<file path="src/rtl/ex_ls_pkg.sv">
// Shared load/store definitions: op encodings, tag/register types, FSM states and
// size/sign decode helpers used by ex_ls and ls_extend.
package ex_ls_pkg;

    localparam int TAG_W = 4;
    localparam int REG_W = 5;

    typedef logic [TAG_W-1:0] regtag_t;
    typedef logic [REG_W-1:0] regaddr_t;
    typedef logic [31:0]      word_t;

    // Tag value meaning "operand data is valid"
    localparam regtag_t UNLOCKED = '0;

    typedef enum logic [2:0] {
        LS_LB, LS_LH, LS_LW, LS_LBU, LS_LHU, LS_SB, LS_SH, LS_SW
    } sinst_t;

    typedef enum logic [2:0] {
        IDLE, REQ, XFER, WAIT, DONE
    } state_t;

    function automatic logic is_store(sinst_t op);
        return (op == LS_SB) || (op == LS_SH) || (op == LS_SW);
    endfunction

    // Index of the last byte moved (transfer size minus one)
    function automatic logic [1:0] last_idx(sinst_t op);
        case (op)
            LS_LB, LS_LBU, LS_SB: return 2'd0;
            LS_LH, LS_LHU, LS_SH: return 2'd1;
            default:              return 2'd3;
        endcase
    endfunction

endpackage

</file>
<file path="src/rtl/ex_ls_extend.sv">
// Combinational load-result extension: LB/LH sign-extend, LBU/LHU zero-extend,
// LW passes the raw word through. Zero latency, no flow control.
module ls_extend
    import ex_ls_pkg::*;
#(
    parameter int XLEN = 32
) (
    input  sinst_t            op,
    input  logic [XLEN-1:0]   raw,
    output logic [XLEN-1:0]   ext
);

    always_comb begin
        ext = raw;
        case (op)
            LS_LB:   ext = {{(XLEN-8){raw[7]}},   raw[7:0]};
            LS_LBU:  ext = {{(XLEN-8){1'b0}},     raw[7:0]};
            LS_LH:   ext = {{(XLEN-16){raw[15]}}, raw[15:0]};
            LS_LHU:  ext = {{(XLEN-16){1'b0}},    raw[15:0]};
            default: ext = raw;
        endcase
    end

endmodule

</file>
<file path="src/rtl/ex_ls.sv">
// Byte-serial load/store unit behind the LS station; loads finish n+1 cycles after grant,
// stores n. Pauses on dropped grant, freezes completely while rdy=0.
module ex_ls
    import ex_ls_pkg::*;
#(
    parameter int ADDR_W = 32,
    parameter int XLEN   = 32
) (
    input  logic               clk,
    input  logic               rst,
    input  logic               rdy,
    input  logic               ls_busy_in,
    input  sinst_t             ls_op_in,
    input  logic [XLEN-1:0]    ls_offset_in,
    input  regtag_t            ls_tagx_in,
    input  regtag_t            ls_tagy_in,
    input  regtag_t            ls_tagw_in,
    input  logic [XLEN-1:0]    ls_datax_in,
    input  logic [XLEN-1:0]    ls_datay_in,
    input  regaddr_t           ls_target_in,
    output logic               mem_req,
    input  logic               mem_gnt,
    output logic [ADDR_W-1:0]  mem_a,
    output logic               mem_wr,
    output logic [7:0]         mem_dout,
    input  logic [7:0]         mem_din,
    output logic               en_ls,
    output logic               busy_ls,
    output logic [XLEN-1:0]    ls_data,
    output regtag_t            ls_tag_out,
    output regaddr_t           ls_target_out
);

    state_t             state_q, state_d;
    sinst_t             op_q, op_d;
    logic [ADDR_W-1:0]  addr_q, addr_d;
    logic [XLEN-1:0]    datay_q, datay_d;
    regtag_t            tagw_q, tagw_d;
    regaddr_t           target_q, target_d;
    logic [1:0]         last_q, last_d;
    logic [1:0]         i_q, i_d;
    logic               pend_q, pend_d;
    logic [1:0]         pidx_q, pidx_d;
    logic [XLEN-1:0]    raw_q, raw_d;
    logic [ADDR_W-1:0]  mem_a_q, mem_a_d;
    logic [7:0]         mem_dout_q, mem_dout_d;
    logic               en_ls_q, en_ls_d;
    logic [XLEN-1:0]    ls_data_q, ls_data_d;
    regtag_t            tag_out_q, tag_out_d;
    regaddr_t           target_out_q, target_out_d;

    logic [XLEN-1:0]    sum_w;
    logic [ADDR_W-1:0]  xfer_a;
    logic [7:0]         xfer_dout;
    logic [XLEN-1:0]    ext_w;
    logic               ready_w;
    logic               finish;

    assign sum_w     = ls_datax_in + ls_offset_in;
    assign xfer_a    = addr_q + ADDR_W'(i_q);
    assign xfer_dout = datay_q[{i_q, 3'b000} +: 8];
    assign ready_w   = ls_busy_in && (ls_tagx_in == UNLOCKED) &&
                       (!is_store(ls_op_in) || (ls_tagy_in == UNLOCKED));

    // Address/data are live during XFER and hold their last value elsewhere
    assign mem_a    = (state_q == XFER) ? xfer_a    : mem_a_q;
    assign mem_dout = (state_q == XFER) ? xfer_dout : mem_dout_q;
    assign mem_wr   = (state_q == XFER) && is_store(op_q) && mem_gnt && rdy;
    assign mem_req  = (state_q == REQ) || (state_q == XFER) || (state_q == WAIT);
    assign busy_ls  = ls_busy_in && (state_q != DONE);

    assign en_ls         = en_ls_q;
    assign ls_data       = ls_data_q;
    assign ls_tag_out    = tag_out_q;
    assign ls_target_out = target_out_q;

    // Read data arrives one cycle after its address; merge it before extension
    always_comb begin
        raw_d = raw_q;
        if (rdy && pend_q) begin
            raw_d[{pidx_q, 3'b000} +: 8] = mem_din;
        end
    end

    ls_extend #(.XLEN(XLEN)) u_ext (
        .op  (op_q),
        .raw (raw_d),
        .ext (ext_w)
    );

    always_comb begin
        state_d      = state_q;
        op_d         = op_q;
        addr_d       = addr_q;
        datay_d      = datay_q;
        tagw_d       = tagw_q;
        target_d     = target_q;
        last_d       = last_q;
        i_d          = i_q;
        pend_d       = pend_q;
        pidx_d       = pidx_q;
        mem_a_d      = mem_a_q;
        mem_dout_d   = mem_dout_q;
        en_ls_d      = en_ls_q;
        ls_data_d    = ls_data_q;
        tag_out_d    = tag_out_q;
        target_out_d = target_out_q;
        finish       = 1'b0;

        if (rdy) begin
            pend_d  = 1'b0;
            en_ls_d = 1'b0;
            case (state_q)
                IDLE: begin
                    if (ready_w) begin
                        op_d     = ls_op_in;
                        addr_d   = sum_w[ADDR_W-1:0];
                        datay_d  = ls_datay_in;
                        tagw_d   = ls_tagw_in;
                        target_d = ls_target_in;
                        last_d   = last_idx(ls_op_in);
                        state_d  = REQ;
                    end
                end
                REQ: begin
                    if (mem_gnt) begin
                        i_d     = 2'd0;
                        state_d = XFER;
                    end
                end
                XFER: begin
                    mem_a_d    = xfer_a;
                    mem_dout_d = xfer_dout;
                    if (mem_gnt) begin
                        pend_d = !is_store(op_q);
                        pidx_d = i_q;
                        if (i_q == last_q) begin
                            state_d = is_store(op_q) ? DONE : WAIT;
                            finish  = is_store(op_q);
                        end else begin
                            i_d = i_q + 2'd1;
                        end
                    end
                end
                WAIT: begin
                    state_d = DONE;
                    finish  = 1'b1;
                end
                DONE:    state_d = IDLE;
                default: state_d = IDLE;
            endcase

            if (finish) begin
                en_ls_d      = 1'b1;
                ls_data_d    = is_store(op_q) ? '0 : ext_w;
                tag_out_d    = tagw_q;
                target_out_d = is_store(op_q) ? '0 : target_q;
            end
        end
    end

    always_ff @(posedge clk) begin
        if (rst) begin
            state_q      <= IDLE;
            op_q         <= LS_LB;
            addr_q       <= '0;
            datay_q      <= '0;
            tagw_q       <= UNLOCKED;
            target_q     <= '0;
            last_q       <= '0;
            i_q          <= '0;
            pend_q       <= 1'b0;
            pidx_q       <= '0;
            raw_q        <= '0;
            mem_a_q      <= '0;
            mem_dout_q   <= '0;
            en_ls_q      <= 1'b0;
            ls_data_q    <= '0;
            tag_out_q    <= UNLOCKED;
            target_out_q <= '0;
        end else begin
            state_q      <= state_d;
            op_q         <= op_d;
            addr_q       <= addr_d;
            datay_q      <= datay_d;
            tagw_q       <= tagw_d;
            target_q     <= target_d;
            last_q       <= last_d;
            i_q          <= i_d;
            pend_q       <= pend_d;
            pidx_q       <= pidx_d;
            raw_q        <= raw_d;
            mem_a_q      <= mem_a_d;
            mem_dout_q   <= mem_dout_d;
            en_ls_q      <= en_ls_d;
            ls_data_q    <= ls_data_d;
            tag_out_q    <= tag_out_d;
            target_out_q <= target_out_d;
        end
    end

endmodule

</file>
<file path="config.mk">
export PLATFORM = sky130hd
export DESIGN_NAME = ex_ls
export DESIGN_NICKNAME = d
export VERILOG_FILES = /design/src/rtl/ex_ls_pkg.sv /design/src/rtl/ex_ls_extend.sv /design/src/rtl/ex_ls.sv
export SDC_FILE = /design/constraint.sdc
export NUM_CORES = 1
export LEC_CHECK = 0
export BUFFER_PORTS_ARGS = -buffer_cell sky130_fd_sc_hd__buf_2
export CORE_AREA = 4 4 163 196
export DETAILED_ROUTE_END_ITERATION = 12
export DIE_AREA = 0 0 167 200
export GPL_TIMING_DRIVEN = 0
export PLACE_DENSITY = 0.61
export SETUP_SLACK_MARGIN = 0.3
export SLEW_MARGIN = 10
export SYNTH_ARGS = -nofsm -noshare
export SYNTH_HDL_FRONTEND = slang
export SYNTH_SLANG_ARGS = --single-unit
</file>
<file path="constraint.sdc">
create_clock -name clk -period 3.5 [get_ports clk]
set_input_delay 0.525 -clock clk [delete_from_list [all_inputs] [get_ports clk]]
set_output_delay 0.525 -clock clk [all_outputs]
set_load 0.02 [all_outputs]
</file>
==> reports/results.ini, run 1 <==
[clock_tree]
clkLatencyLatePin_ps = 450
clkTransAtPathRegs_ps = 80
cts_tree = yes
root_buffer = clkbuf_16
cts_buffers = 17
htree_num_levels = 4
numClockSinks = 200
cts_buffer_depth = 2

[pwr]
power_frac_seq_pct = 47.5
switchingPower_mw = 1.30
power.share.clock_pct = 41.5
peakVddDrop_v = 0.000330
internal_power_mw = 3.51
power_frac_comb_pct = 11.0
power_mw = 4.81
leakage_nw = 5.10
p_per_area_nw_per_um2 = 378
switching_share_pct = 27.0

[synth]
synth-seq-cells = 200
syn_nets = 1487
synthCells = 1319
yosysTopAreaCell = dfxtp_1
netlist.area_leader.share_pct = 38.5
ys_warn_count = 0
synth_enable_flop_cells = 0
synth_area_sq_um = 10400
ys_async_sr_fraction_pct = 0
synth-main-ff-cell = dfxtp_1
yosys-top-cells-area = dfxtp_1 38%, nand2_1 9.3%, a21oi_1 7.6%, ha_1 4.4%, nor2_1 4.0%
synth_cell_type_count = 74
synth_seq_area_share_pct = 38.5
syn_avg_cell_area_sq_um = 7.89

[sta]
fin_ws_ps = 393
max_freq_mhz = 322
fin_crit_ps = 3110
setup_tns_ps = 0
hold_viol = 0
relSlewSlack_pct = 38.4
worst_slew_pin_slew_ps = 916
finalCritPeriodShare_pct = 88.8
rsz0062_at_grt = yes
finalMaxSlewViolations = 0
clock_skew_ps = 14.9
worst_hold_slack_ps = 317
setup_viol = 0

[global_routing]
grt.total_usage_pct = 18.6
grt_pass1_wl_mm = 49.8
grt_overflow = 0
antenna_found_initial = 1
grt_pass1_vias = 9483
grt_max_degree = 20

[setup_path]
cp_cell_sequence = ha_2, inv_1, fa_2, nor3_4, buf_12, nand2_1, nor2_1, xnor2_1, o21ai_1, buf_2
crit_family = adder cells
startpoint_type = flop
cp-end-kind = output pin
criticalPathCategory = flop to output pin
arrival_ps = 2580
crit_buf_inv = 3
path_max_fanout = 8
cp_data_required_time_ps = 2970
slowest_stage = fa_2
slowest_delay_ps = 410

[cells_and_area]
regArea_sq_um = 4020
nFillCells = 3137
drive_gt1_share_pct = 20.1
area_growth_syn_to_layout_pct = 22.2
final_area_sq_um = 12700
multiInputGateArea_sq_um = 6030
final_nets = 1724

[placement]
portBuffers = 212
hpwl_mm = 24.9
place_congestion = 0.853
place_ws_ps = -352
dpl_cell_area_sq_um = 12000

[detailed_routing]
avgViaCountPerCell = 5.06
vias = 9942
antenna_left = 0
drc = 0
drtIter0Drc = 694
wl_per_cell_um = 16.2
first_pass_iters = 5
wl_mm = 31.8

[die]
ioPinCount = 214
core_area_sq_um = 30200
rows = 70
die-area_sq_um = 33400
start_util_pct = 34.4
fp.dieH_um = 200
die_w_um = 167

[run_status]
status = complete, no violations

[worst_hold_path]
hold_path.class = input port to flop

[run]
drv_cap = 0

[power groups by stage]
stage | Clock (mW) | Combinational (mW) | Sequential, mW
finish | 2.00 | 0.530 | 2.28
global route | 2.13 | 0.590 | 2.28
CTS | 2.03 | 0.531 | 2.28
detailed placement | 0 | 0.528 | 2.34
global placement | 0 | 0.524 | 2.34
floorplan | 0 | 0.344 | 2.34
[layout by cell type, fill, tap and decap left out, drive strengths merged, types with 8 or more instances in the layout]
master	n
nand4	17
xnor2	27
and2	18
ha	37
xor2	33
a22o	14
a21oi	160
nor3	23
a22oi	19
and3	14
a211oi	16
nor2	114
mux4	8
nand2	259
a21o	15
nand2b	17
inv	24
buf	237
dfxtp	200
o21ai	65
nand3	56
mux2i	30
clkbuf	88
[through the flow]
| stage | utilization (%) | std cells |
|---|---|---|
| after detailed placement | 39.6 | 1927 |
| final | 42.1 | 1966 |
| after global placement | 39.6 | 1927 |
| after CTS | 41.8 | 1961 |
| after global routing | 42.1 | 1966 |
| after floorplan | - | 1319 |
[metal layers]
layer	up-vias	part of all wire, %	track usage (%)
met5	-	0	0
met4	0	2.8	6.64
met3	47	4.4	3.35
met2	231	51	33.4
met1	4604	42	22.4
li1	5060	-	-
[logic make-up after synthesis]
family	after synthesis	share of synthesized area [%]
flip-flops	200	38.5
AO/OA/AOI/OAI	332	19.4
buffers and inverters	107	4.15
AND/OR/NAND/NOR	542	23.4
multiplexers	39	4.72
XOR/XNOR	60	5.05
adder cells (fa/ha/maj)	39	4.83
[final cells by class]
type | instances | share of cell area, %
clock buffers | 18 | 3.37
well taps | 396 | 3.89
inverters | 18 | 0.531
multi-input cells | 1012 | 47.4
clock inverters | 14 | 1.26
flip-flops and latches | 200 | 31.6
plain buffers | 89 | 3.00
diodes | 1 | 0.0197
repair buffers | 218 | 8.90
[state kept, by name, summed over array words and instances (netlist names), 5 cells and up]
signal and count:
ls_data 32, addr_q 32, mem_dout_q 8, datay_q 32, raw_q 32, target_q 5
ls_target_out 5, mem_a_q 32
[repair_timing]
item / 4_1_cts / 5_1_grt
hold buffers: 0 / 0
buffers inserted: 2 / 4
resized for setup: 22 / 26
setup endpoints to repair: 30 / 30
pin swaps: 1 / 5
[worst reg2reg max path: cells and delay by family (launching register included)]
kind / cells / cell delay [ps]
multiplexers: 1 / 150
AND/OR/NAND/NOR: 5 / 780
buffers and inverters: 2 / 270
flip-flops: 1 / 450
AO/OA/AOI/OAI: 2 / 860
adder cells (fa/ha/maj): 1 / 300
[cell usage after synthesis, types with 17 or more instances]
cell type and n:
clkbuf_1 72, xor2_1 33, dfxtp_1 200, nor2_1 111, nand2_1 259, and2_1 18
nand4_1 17, xnor2_1 27, nor3_1 22, ha_1 37, o21ai_1 17, a21oi_1 159
nand2b_1 17, nand3_1 54, a22oi_1 19, o21ai_0 48, mux2i_1 30
[path summary, 6_finish.rpt]
path / startpoint / end / slack, ps / depth (start not counted)
min reg2reg: datay_q[17] / datay_q[17] / 450 / 2
max: addr_q[0] / mem_a[30] / 390 / 10
max reg2reg: pidx_q[0] / ls_data[30] / 570 / 11
min: ls_datay_in[2] / datay_q[2] / 320 / 3
(Power assumes the default switching activity.)
==> run 2, diff against run 1 <==
--- a/config.mk
+++ b/config.mk
@@ -11,6 +11,7 @@
 export DIE_AREA = 0 0 167 200
 export GPL_TIMING_DRIVEN = 0
 export PLACE_DENSITY = 0.61
+export RECOVER_POWER = 25
 export SETUP_SLACK_MARGIN = 0.3
 export SLEW_MARGIN = 10
 export SYNTH_ARGS = -nofsm -noshare
==> run 2 against run 1 <==
  * Sequential cell count is the same
  * Total power hardly changed
  * Sequential share of layout area increased by 0.14 points
  * Clock skew is essentially flat
  * Global-route usage unchanged
  * Critical path depth is the same
  * Final cell count stayed put
  * Fmax is 0.22% higher
  * Clock-buffer cell count is the same
  * Via count is 0.24% lower
  * Wire length rose by 0.12%
  * Utilization fell by 0.18 points
  * Critical path type unchanged
  * Critical endpoint unchanged
==> reports/results.ini, run 2 (synthesized netlist as in run 1, its figures left out) <==
[pwr]
switching_share_pct = 27.0
p_per_area_nw_per_um2 = 380
leakage_nw = 4.90
power_mw = 4.81
peakVddDrop_v = 0.000329
switchingPower_mw = 1.30
power.share.clock_pct = 41.5
power_frac_comb_pct = 11.0
internal_power_mw = 3.51
power_frac_seq_pct = 47.5

[detailed_routing]
wl_met3_mm = 1.45
wl_mm = 31.8
antenna_left = 0
drc = 0
avgViaCountPerCell = 5.04
wl_per_cell_um = 16.2
highest_layer = met4
drtIter0Drc = 664
wl_met1_mm = 13.4
vias = 9918
first_pass_iters = 5
routed-wl-met2_mm = 16.0

[sta]
worst_hold_slack_ps = 318
finalMaxSlewViolations = 0
clock_skew_ps = 15.3
max_freq_mhz = 323
relSlewSlack_pct = 38.1
setup_viol = 0
hold_viol = 0
fin_crit_ps = 3100
worst_slew_pin_slew_ps = 921
finalCritPeriodShare_pct = 88.6
fin_ws_ps = 399
rsz0062_at_grt = yes

[setup_path]
arrival_ps = 2580
criticalPathCategory = flop to output pin
path_max_fanout = 8
cp-end-kind = output pin
timing.rr.end = ls_data[30]
r2r-start = pidx_q[0]
cp_cell_sequence = ha_2, inv_1, fa_2, nor3_4, buf_12, nand2_1, nor2_1, xnor2_1, o21ai_1, buf_2
cp_data_required_time_ps = 2970
reg2reg_slack_ps = 510
rr_worst_depth = 11
slowest_stage = fa_2
startpoint_type = flop
slowest_delay_ps = 410

[global_routing]
grt_pass1_vias = 9483
grt.total_usage_pct = 18.6
grt_pass1_wl_mm = 49.8
grt_overflow = 0
antenna_found_initial = 1
grt_max_degree = 20

[cells_and_area]
final_nets = 1724
nFillCells = 3159
final_cell_mix = 258 x nand2_1, 194 x dfxtp_1, 172 x buf_2
area_growth_syn_to_layout_pct = 21.7
final_common_cell = nand2_1
drive_gt1_share_pct = 17.2
final_core_util_pct = 41.9

[clock_tree]
htree_num_levels = 4
cts_buffer_depth = 2
root_buffer = clkbuf_16
numClockSinks = 200
cts_tree = yes
clkLatencyLatePin_ps = 450
clkTransAtPathRegs_ps = 80
cts_buffers = 17

[die]
fp.dieH_um = 200
ioPinCount = 214
die-area_sq_um = 33400
rows = 70
start_util_pct = 34.4
die_w_um = 167
core_area_sq_um = 30200

[placement]
hpwl_mm = 24.9
portBuffers = 212
place_congestion = 0.853
place_ws_ps = -352

[run_status]
status = complete, no violations

[worst_hold_path]
hold_path.class = input port to flop
holdPathStages = 3
whs_endpoint = datay_q[2]
hp-start = ls_datay_in[2]

[run]
drv_cap = 0

run 2: layout make-up:
| type | instances | area (sq um) | area share, % |
|---|---|---|---|
| buffer | 89 | 380 | 3.00 |
| multi-input combinational | 1012 | 6030 | 47.6 |
| timing repair buffer | 218 | 1080 | 8.52 |
| clock buffer | 18 | 429 | 3.39 |
| sequential | 200 | 4020 | 31.7 |
| antenna | 1 | 2.50 | 0.0198 |
| tap | 396 | 495 | 3.91 |
| inverter | 18 | 67.6 | 0.533 |
| clock inverter | 14 | 160 | 1.26 |
run 2: critical path, delay by kind of cell (launching register included):
kind	cells	cell delay [ps]
fa+ha+maj	2	600
buf+inv	3	420
simple gates	3	420
flops	1	360
compound gates	1	230
xor+xnor	1	90
run 2: layer usage:
metal	vias up	global-route usage [%]
met2	231	33.4
li1	5060	-
met3	47	3.35
met1	4580	22.4
met5	-	0
met4	0	6.64
run 2: worst max-delay path by stage:
stage | from | end | slack [ps] | depth (start not counted)
after floorplan | i_q[1] | mem_a[16] | 420 | 7
after global placement | i_q[1] | mem_a[30] | -310 | 9
after detailed placement | i_q[1] | mem_a[30] | -350 | 9
after CTS | i_q[1] | mem_a[26] | 310 | 10
after global routing | state_q[2] | mem_a[17] | 240 | 8
final | addr_q[0] | mem_a[30] | 400 | 10
run 2: per-stage QoR:
| stage | std cells | setup TNS (ps) | area, sq um |
|---|---|---|---|
| finish | 1966 | 0 | 12700 |
| global route | 1966 | 0 | 12700 |
| CTS | 1961 | 0 | 12600 |
| detailed placement | 1927 | -2470 | 12000 |
| global placement | 1927 | -2220 | 12000 |
| floorplan | 1319 | 0 | 10400 |
run 2: what timing repair did:
action	in CTS	in global routing
hold buffers	0	0
pin swaps	1	5
setup buffers	2	4
gates resized for setup	22	26
setup endpoints to repair	30	30
run 2: power by group through the flow:
| stage | Clock, mW | Combinational [mW] | Sequential (mW) |
|---|---|---|---|
| final | 2.00 | 0.530 | 2.28 |
| after global routing | 2.13 | 0.590 | 2.28 |
| after CTS | 2.03 | 0.531 | 2.28 |
| after detailed placement | 0 | 0.528 | 2.34 |
| after global placement | 0 | 0.524 | 2.34 |
| after floorplan | 0 | 0.344 | 2.34 |
==> run 3, diff against run 2 <==
==> constraint.sdc (replaced) <==
create_clock -name clk -period 3.5 [get_ports clk]
set_input_delay 0.525 -clock clk [delete_from_list [all_inputs] [get_ports clk]]
set_output_delay 0.525 -clock clk [all_outputs]
set_load 0.1 [all_outputs]
==> run 3 against run 2 <==
  * Clock skew increased by 1.5 ps
  * Global-route usage increased by 0.11 points
  * Critical path depth decreased by 2
  * Clock power increased by 4%
  * Sequential power about the same
  * Worst setup slack got worse by 35 ps
  * Total power increased by 2.0%
  * Sequential cell count unchanged
  * Via count increased by 0.57%
  * Wire length increased by 0.92%
  * Final cell count about the same
==> reports/results.ini, run 3 (synthesized netlist as in run 1, its figures left out) <==
[cells_and_area]
multiInputGateArea_sq_um = 6190
nFillCells = 3110
regArea_sq_um = 4020
final_common_cell = nand2_1
area_growth_syn_to_layout_pct = 25.3
final_cell_mix = 258 x nand2_1, 195 x dfxtp_1, 158 x a21oi_1
drive_gt1_share_pct = 19.0
final_cell_count_no_fill = 1967
final_nets = 1725

[global_routing]
grt_max_degree = 20
grt.total_usage_pct = 18.7
antenna_found_initial = 1
grt_overflow = 0
grt_pass1_wl_mm = 50.3
grt_pass1_vias = 9638

[detailed_routing]
drc = 0
first_pass_iters = 5
wl_mm = 32.1
drtIter0Drc = 624
wl_per_cell_um = 16.3
antenna_left = 0
avgViaCountPerCell = 5.07
vias = 9975

[setup_path]
path_max_fanout = 6
slowest_stage = dfxtp_4
crit_family = compound AO/OA/AOI/OAI gates
cp_cell_sequence = ha_1, a21oi_1, nor3_4, and2_1, clkbuf_4, xnor2_1, o21ai_1, buf_4
cp-end-kind = output pin
slowest_delay_ps = 380
crit_buf_inv = 2
criticalPathCategory = flop to output pin
arrival_ps = 2610
startpoint_type = flop
cp_data_required_time_ps = 2970

[sta]
setup_viol = 0
rsz0062_at_grt = yes
relSlewSlack_pct = 16.9
finalCritPeriodShare_pct = 89.6
finalMaxSlewViolations = 0
max_freq_mhz = 319
hold_viol = 0
fin_ws_ps = 365
clock_skew_ps = 16.9
fin_crit_ps = 3140
setup_tns_ps = 0
worst_slew_pin_slew_ps = 1250

[clock_tree]
clkTransAtPathRegs_ps = 80
numClockSinks = 200
root_buffer = clkbuf_16
cts_buffers = 17
cts_tree = yes
cts_buffer_depth = 2
clkLatencyLatePin_ps = 440
htree_num_levels = 4

[die]
ioPinCount = 214
rows = 70
fp.dieH_um = 200
core_area_sq_um = 30200
die_w_um = 167
die-area_sq_um = 33400
start_util_pct = 34.4

[pwr]
power_mw = 4.91
leakage_nw = 5.01
peakVddDrop_v = 0.000291
p_per_area_nw_per_um2 = 376

[placement]
hpwl_mm = 25.0
place_congestion = 0.851
dp.cells = 1927
portBuffers = 212
place_ws_ps = -421

[run]
drv_cap = 0

[run_status]
status = complete, no violations

[worst_hold_path]
hold_path.class = input port to flop

-- run 3: cell count changes in the layout (fill, tap and decap cells not counted), sizes merged --
cell	before	now
clkbuf	131	138
buf	194	189
inv	24	22
bufinv	1	2
clkinv	5	7
clkinvlp	2	0
-- run 3: power by group --
| part | total, mW | switching [mW] | internal [mW] |
|---|---|---|---|
| combinational | 0.544 | 0.327 | 0.217 |
| clock | 2.08 | 0.966 | 1.11 |
| sequential | 2.28 | 0.00529 | 2.28 |
| total | 4.91 | 1.30 | 3.61 |
-- run 3: layout make-up --
cell class                      count  share of cell area, %
Multi-Input combinational cell   1012                   47.5
Sequential cell                   200                   30.8
Timing Repair Buffer              219                   9.51
Tap cell                          396                   3.80
Clock buffer                       19                   3.40
Buffer                             89                   3.03
Clock inverter                     13                   1.41
Inverter                           18                  0.518
Antenna cell                        1                 0.0192
-- run 3: worst paths after layout --
| kind | slack, ps | to | startpoint | cells past startpoint |
|---|---|---|---|---|
| hold / removal | 320 | datay_q[7] | ls_datay_in[7] | 3 |
| hold reg to reg | 450 | datay_q[18] | datay_q[18] | 2 |
| setup reg to reg | 670 | ls_data[17] | pidx_q[0] | 8 |
| setup / recovery | 360 | mem_a[21] | i_q[1] | 8 |
-- run 3: worst register-to-register path, stage by stage, from the launching register on --
cell,delay [ps]
dfxtp_1,450
inv_1,170
ha_1,380
nor4b_4,420
a22oi_1,260
o21a_1,260
a2111oi_4,570
a22oi_1,140
nor2_1,130
-- run 3: metrics by stage --
step	hold WS (ps)	area (sq um)	utilization [%]
2_1_floorplan	429	10600	-
3_3_place_gp	439	12100	40.1
3_5_place_dp	445	12100	40.1
4_1_cts	302	12900	42.8
5_1_grt	314	13000	43.2
6_report	320	13000	43.2
-- run 3: routing by layer --
| metal | vias up | track usage [%] | wire, um |
|---|---|---|---|
| met3 | 39 | 3.84 | 1560 |
| met5 | - | 0 | 0 |
| li1 | 5054 | - | - |
| met1 | 4676 | 21.7 | 13100 |
| met4 | 0 | 5.61 | 629 |
| met2 | 206 | 34.8 | 16800 |
-- run 3: what timing repair did --
| action | 4_1_cts | 5_1_grt |
|---|---|---|
| hold buffers | 0 | 0 |
| pin swaps | 2 | 8 |
| buffers inserted | 2 | 5 |
| setup endpoints to repair | 42 | 42 |
| gates resized for setup | 54 | 43 |
| gates cloned | 0 | 0 |
